===== config.mk =====
export PLATFORM = sky130hd
export DESIGN_NAME = fft_unload
export DESIGN_NICKNAME = d
export VERILOG_FILES = /design/src/rtl/fft_unload.sv
export SDC_FILE = /design/constraint.sdc
export NUM_CORES = 1
export LEC_CHECK = 0
export ABC_AREA = 1
export ABC_CLOCK_PERIOD_IN_PS = 3200
export BUFFER_PORTS_ARGS = -buffer_cell sky130_fd_sc_hd__buf_2
export CORE_ASPECT_RATIO = 1.25
export CORE_MARGIN = 10
export CORE_UTILIZATION = 40
export DETAILED_ROUTE_END_ITERATION = 6
export RECOVER_POWER = 100
export SLEW_MARGIN = 20
export SYNTH_ARGS = -nofsm -noshare
export SYNTH_HDL_FRONTEND = slang
export SYNTH_SLANG_ARGS = --single-unit

===== constraint.sdc =====
create_clock -name clk -period 3.2 [get_ports clk]
set_clock_uncertainty 0.05 [all_clocks]
set_input_delay 0.16 -clock clk [delete_from_list [all_inputs] [get_ports clk]]
set_output_delay 0.16 -clock clk [all_outputs]
set_load 0.02 [all_outputs]

===== src/rtl/fft_unload.sv =====
// fft_unload: reads the FFT result RAM in natural order (bin 0 to last) and
// streams the bins over valid/ready. A 2-entry skid FIFO plus an in-flight
// read slot absorbs the 1-cycle RAM latency and downstream backpressure.
// Optional feature macro: FFT_HALF_EN streams only the lower half of the bins
// (real-input frames); when undefined all 2^N bins are streamed.
module fft_unload #(
  parameter int unsigned N = 9,
  parameter int unsigned W = 16
) (
  input  logic         clk,
  input  logic         reset,
  input  logic         start,
  output logic         busy,
  output logic         ram_ren,
  output logic [N-1:0] ram_addr,
  input  logic [W-1:0] ram_rdata_re,
  input  logic [W-1:0] ram_rdata_im,
  output logic         out_valid,
  input  logic         out_ready,
  output logic [W-1:0] out_re,
  output logic [W-1:0] out_im,
  output logic [N-1:0] out_idx,
  output logic         out_last,
  output logic         done
);

`ifdef FFT_HALF_EN
  localparam int unsigned NBINS = 1 << (N - 1);
`else
  localparam int unsigned NBINS = 1 << N;
`endif
  localparam logic [N:0]   LastCnt = (N+1)'(NBINS - 1);
  localparam logic [N-1:0] LastIdx = N'(NBINS - 1);

  typedef enum logic [1:0] {StIdle, StRun, StFlush} state_e;

  state_e         state_q;
  logic [N:0]     icnt_q;       // number of reads issued this frame
  logic           pend_q;       // RAM data for the previous read is on ram_rdata_* now
  logic [N-1:0]   pend_idx_q;   // address of that pending read
  logic [1:0]     cnt_q;        // entries held in the skid FIFO
  logic           wr_q;
  logic           rd_q;
  logic [W-1:0]   mem_re_q  [2];
  logic [W-1:0]   mem_im_q  [2];
  logic [N-1:0]   mem_idx_q [2];

  logic           pop;
  logic           push;
  logic           deq;
  logic [1:0]     cnt_d;
  logic           can_issue;
  logic [W-1:0]   head_re;
  logic [W-1:0]   head_im;
  logic [N-1:0]   head_idx;

  // Head selection: stored entries are older than the returning RAM word, so
  // the RAM data is presented directly only while the FIFO is empty.
  always_comb begin
    out_valid = (cnt_q != 2'd0) | pend_q;
    if (cnt_q == 2'd0) begin
      head_re  = ram_rdata_re;
      head_im  = ram_rdata_im;
      head_idx = pend_idx_q;
    end else begin
      head_re  = mem_re_q[rd_q];
      head_im  = mem_im_q[rd_q];
      head_idx = mem_idx_q[rd_q];
    end
    out_re   = out_valid ? head_re  : '0;
    out_im   = out_valid ? head_im  : '0;
    out_idx  = out_valid ? head_idx : '0;
    out_last = out_valid & (head_idx == LastIdx);
  end

  // FIFO bookkeeping and the issue rule: after this edge, stored entries plus
  // the read currently on the RAM port plus a new read must not exceed two.
  always_comb begin
    pop       = out_valid & out_ready;
    push      = pend_q & ~((cnt_q == 2'd0) & pop);
    deq       = pop & (cnt_q != 2'd0);
    cnt_d     = cnt_q + {1'b0, push} - {1'b0, deq};
    can_issue = (cnt_d + {1'b0, ram_ren}) < 2'd2;
  end

  // Control FSM: start accept, read issue, flush and done pulse.
  always_ff @(posedge clk or negedge reset) begin
    if (!reset) begin
      state_q    <= StIdle;
      busy       <= 1'b0;
      done       <= 1'b0;
      ram_ren    <= 1'b0;
      ram_addr   <= '0;
      icnt_q     <= '0;
      pend_q     <= 1'b0;
      pend_idx_q <= '0;
    end else begin
      done       <= 1'b0;
      ram_ren    <= 1'b0;
      pend_q     <= ram_ren;
      pend_idx_q <= ram_addr;
      unique case (state_q)
        StIdle: begin
          // FIFO is empty here, so the first read can go out immediately.
          if (start) begin
            state_q  <= StRun;
            busy     <= 1'b1;
            ram_ren  <= 1'b1;
            ram_addr <= '0;
            icnt_q   <= (N+1)'(1);
          end
        end
        StRun: begin
          if (can_issue) begin
            ram_ren  <= 1'b1;
            ram_addr <= icnt_q[N-1:0];
            icnt_q   <= icnt_q + 1'b1;
            if (icnt_q == LastCnt) state_q <= StFlush;
          end
        end
        StFlush: begin
          if (pop && out_last) begin
            done    <= 1'b1;
            busy    <= 1'b0;
            state_q <= StIdle;
          end
        end
        default: state_q <= StIdle;
      endcase
    end
  end

  // Skid FIFO storage: capture returning RAM words that are not consumed on arrival.
  always_ff @(posedge clk or negedge reset) begin
    if (!reset) begin
      cnt_q <= 2'd0;
      wr_q  <= 1'b0;
      rd_q  <= 1'b0;
      for (int i = 0; i < 2; i++) begin
        mem_re_q[i]  <= '0;
        mem_im_q[i]  <= '0;
        mem_idx_q[i] <= '0;
      end
    end else begin
      cnt_q <= cnt_d;
      if (push) begin
        mem_re_q[wr_q]  <= ram_rdata_re;
        mem_im_q[wr_q]  <= ram_rdata_im;
        mem_idx_q[wr_q] <= pend_idx_q;
        wr_q            <= ~wr_q;
      end
      if (deq) rd_q <= ~rd_q;
    end
  end

endmodule


==> qor.yml <==
routing:
  drt_iter0_markers: 297
  vias: 5076
  vias_per_cell: 5.11
  dr.pass1.iters: 5
  drc_errors: 0
  drt-total-wl_mm: 15.4
  ant_nets: 0
  avgRoutedWirePerCell_um: 15.5
timing:
  whs_ns: 0.0251
  final_hold_viol_count: 0
  worst_pin_slew_ns: 1.59
  slew_violations: 48
  rsz0062_at_grt: "no"
  setup_viol: 0
  tns_ns: 0
  period_share_pct: 91.1
  post-route-worst-setup-slack_ns: 0.286
  slew_headroom_pct: -6.10
  clock.fmax_ghz: 0.343
  fin_crit_ns: 2.91
clock_tree:
  post_cts_buffers: 0
  cts_buffers: 17
  cts_num_sinks: 120
  cts-root-buf: "clkbuf_16"
  clk_latency_ns: 0.41
  path_clk_slew_ns: 0.05
  htreeDepth: 4
  cts_tree: "done"
  ctsLongestPathBuffers: 2
synth:
  synth.area.top_cells: "dfrtp_1 52%, nand2_1 14%, o21ai_0 8.9%"
  synth_edf_count: 0
  synth.most_common_cell: "nand2_1"
  yosys_warnings: 0
  ys_types: 30
  synth_top_family_by_area: "simple AND/OR/NAND/NOR gates"
  syn_area_um2: 5730
  synth_xor_area_share_pct: 1.77
  syn-num-nets: 741
  seq_area_frac_synth_pct: 52.4
  syn_inst: 702
  ys_ff_latch: 120
  syn_avg_cell_area_um2: 8.16
  synth_compound_area_share_pct: 14.6
  synth_fa_ha_area_share_pct: 0.655
  yosys.area_share.simple_pct: 22.0
  synth_commonest_cells: "208 x nand2_1, 120 x dfrtp_1, 102 x o21ai_0, 68 x inv_1, 40 x nand3_1"
  muxShareOfSynthArea_pct: 0
  async_reset_ff_share_pct: 100
  synth_area_leader_cell: "dfrtp_1"
  synth.top_cell.area_share_pct: 52.4
  ys.flop_type: "dfrtp_1"
global_route:
  grt_pass1_wl_mm: 25.9
  track_usage_pct: 16.1
  grt_overflow_total: 0
  antenna_found_initial: 0
  grt_pass1_vias: 5104
  grt_max_degree: 65
finish:
  syn2layout_area_growth_pct: 24.0
  stdcell_area_um2: 7100
  diodes: 0
  nets: 846
  drive_gt1_share_pct: 10.7
  final_util_pct: 51.0
  fillCellCount: 1334
power:
  powerDensity_nw_per_um2: 1200
  power_leakage_uw: 0.00353
  seq_power_share_pct: 29.2
  irDropWorstVdd_v: 0.000750
  swShare_pct: 45.6
  pwr-share-comb_pct: 47.3
  switchingPower_uw: 3890
  pwr-share-clk_pct: 23.5
  p_int_uw: 4640
die:
  core_um2: 13900
  num_rows: 48
  io_pins: 91
  die_width_um: 127
  dieArea_um2: 19500
  start_util_pct: 41.1
  die_h_um: 154
worst_setup_path:
  worstSetupStartpointType: "flip-flop"
  crit_path_max_fanout: 44
  path_buf_inv: 3
  crit_required_ns: 2.99
  path_cells: "inv_1, nand2_2, clkbuf_2, o21ai_0, o32ai_1, clkbuf_1"
  end_kind: "primary output"
  worst-setup-path-type: "flip-flop to primary output"
  crit_family: "buffers and inverters"
  cp.arrival_ns: 2.70
  crit_path_max_incr_delay_ns: 0.62
  slowest_stage: "nand2_2"
job:
  maxCapViolCount: 1
placement:
  place_ws_ns: 0.326
  place_area_um2: 6290
  port_buffers: 90
  dp_hpwl_mm: 10.1
  gp_congestion: 0.847
outcome:
  status: "finished with violations"
  violations: "capacitance limit, slew limit"
worst_hold_path:
  hold_class: "input port to flip-flop"
[stage by stage]
stage / power [µW] / instances
4_1_cts: 8770 / 994
3_5_place_dp: 6700 / 933
6_report: 8530 / 994
3_3_place_gp: 6550 / 933
5_1_grt: 9240 / 994
2_1_floorplan: 5470 / 702
[per-layer routing]
| layer | global-route usage, % | routed length (µm) |
|---|---|---|
| met5 | 0 | 0 |
| met4 | 6.46 | 242 |
| met3 | 4.44 | 772 |
| met2 | 26.9 | 7670 |
| met1 | 19.1 | 6730 |
[worst register-to-register path, cell delays in order, from the launching register on]
cell and delay [ns]:
dfrtp_1 0.40, nor2_1 0.21, nor2_1 0.10, ha_1 0.28, inv_1 0.04, ha_1 0.28
nand2_1 0.06, xnor3_1 0.55, nand2_1 0.34, buf_4 0.29, nand3_1 0.08, nand2_1 0.08
[sequential cells by signal (all words and copies together), names as in the netlist]
| signal | count |
|---|---|
| ram_addr | 9 |
| icnt_q | 10 |
| cnt_q | 2 |
| pend_idx_q | 9 |
| pend_q | 1 |
| mem_idx_q | 18 |
| ram_ren | 1 |
| state_q | 2 |
| done | 1 |
| mem_re_q | 32 |
| mem_im_q | 32 |
| wr_q | 1 |
| rd_q | 1 |
| busy | 1 |
[cells by family after synthesis]
| family | count (synthesis) |
|---|---|
| compound gates | 145 |
| simple gates | 308 |
| buf+inv | 116 |
| flops | 120 |
| fa+ha+maj | 3 |
| xor+xnor | 10 |
[worst paths after layout]
kind,slack (ns),cells after the start,endpoint,from
max in group asynchronous,0.85,3,pend_idx_q[2]$_DFF_PN0_,reset
worst max register to register,0.33,11,ram_addr[6]$_DFFE_PN0P_,cnt_q[1]$_DFF_PN0_
worst min-delay path,0.03,3,mem_re_q[10]$_DFFE_PN0P_,ram_rdata_re[10]
worst min register to register,0.35,0,pend_idx_q[6]$_DFF_PN0_,ram_addr[6]$_DFFE_PN0P_
min in group asynchronous,0.57,2,mem_idx_q[3]$_DFFE_PN0P_,reset
worst max-delay path,0.29,6,out_re[10],cnt_q[1]$_DFF_PN0_
[layout make-up]
| class | instances | area (µm²) | share of cell area [%] |
|---|---|---|---|
| inverter | 71 | 267 | 3.75 |
| multi-input combinational | 466 | 2240 | 31.5 |
| timing repair buffer | 131 | 761 | 10.7 |
| clock inverter | 13 | 179 | 2.52 |
| clock buffer | 18 | 439 | 6.18 |
| tap | 175 | 219 | 3.08 |
| sequential | 120 | 3000 | 42.3 |
[what timing repair did]
item | in CTS | in global routing
endpoints found under the setup margin | 0 | 0
hold endpoints to repair | 110 | 0
gates resized for setup | 0 | 0
hold buffers | 30 | 0
[power groups by stage]
| stage | Combinational (µW) | Sequential (µW) | Clock, µW |
|---|---|---|---|
| final | 4030 | 2490 | 2000 |
| after CTS | 4240 | 2490 | 2040 |
| after global placement | 4070 | 2480 | 0 |
| after global routing | 4560 | 2570 | 2110 |
| after detailed placement | 4190 | 2510 | 0 |
| after floorplan | 3040 | 2430 | 0 |
[layout by cell type (no fill, tap or decap), drive strengths merged]
cell type,synthesis,final
nand2,210,210
dfrtp,120,120
o21ai,104,104
clkbuf,24,76
inv,69,69
buf,21,43
nand3,40,40
nor2,38,38
dlygate4sd3,0,30
o32ai,21,21
nand4,13,13
o211ai,11,11
a21oi,8,8
clkinv,2,7
nor3,5,5
xor2,5,5
xnor2,4,4
clkinvlp,0,4
bufinv,0,4
ha,3,3
or2,2,2
xnor3,1,1
o31ai,1,1
No activity file was read; power rests on OpenSTA's default activity.
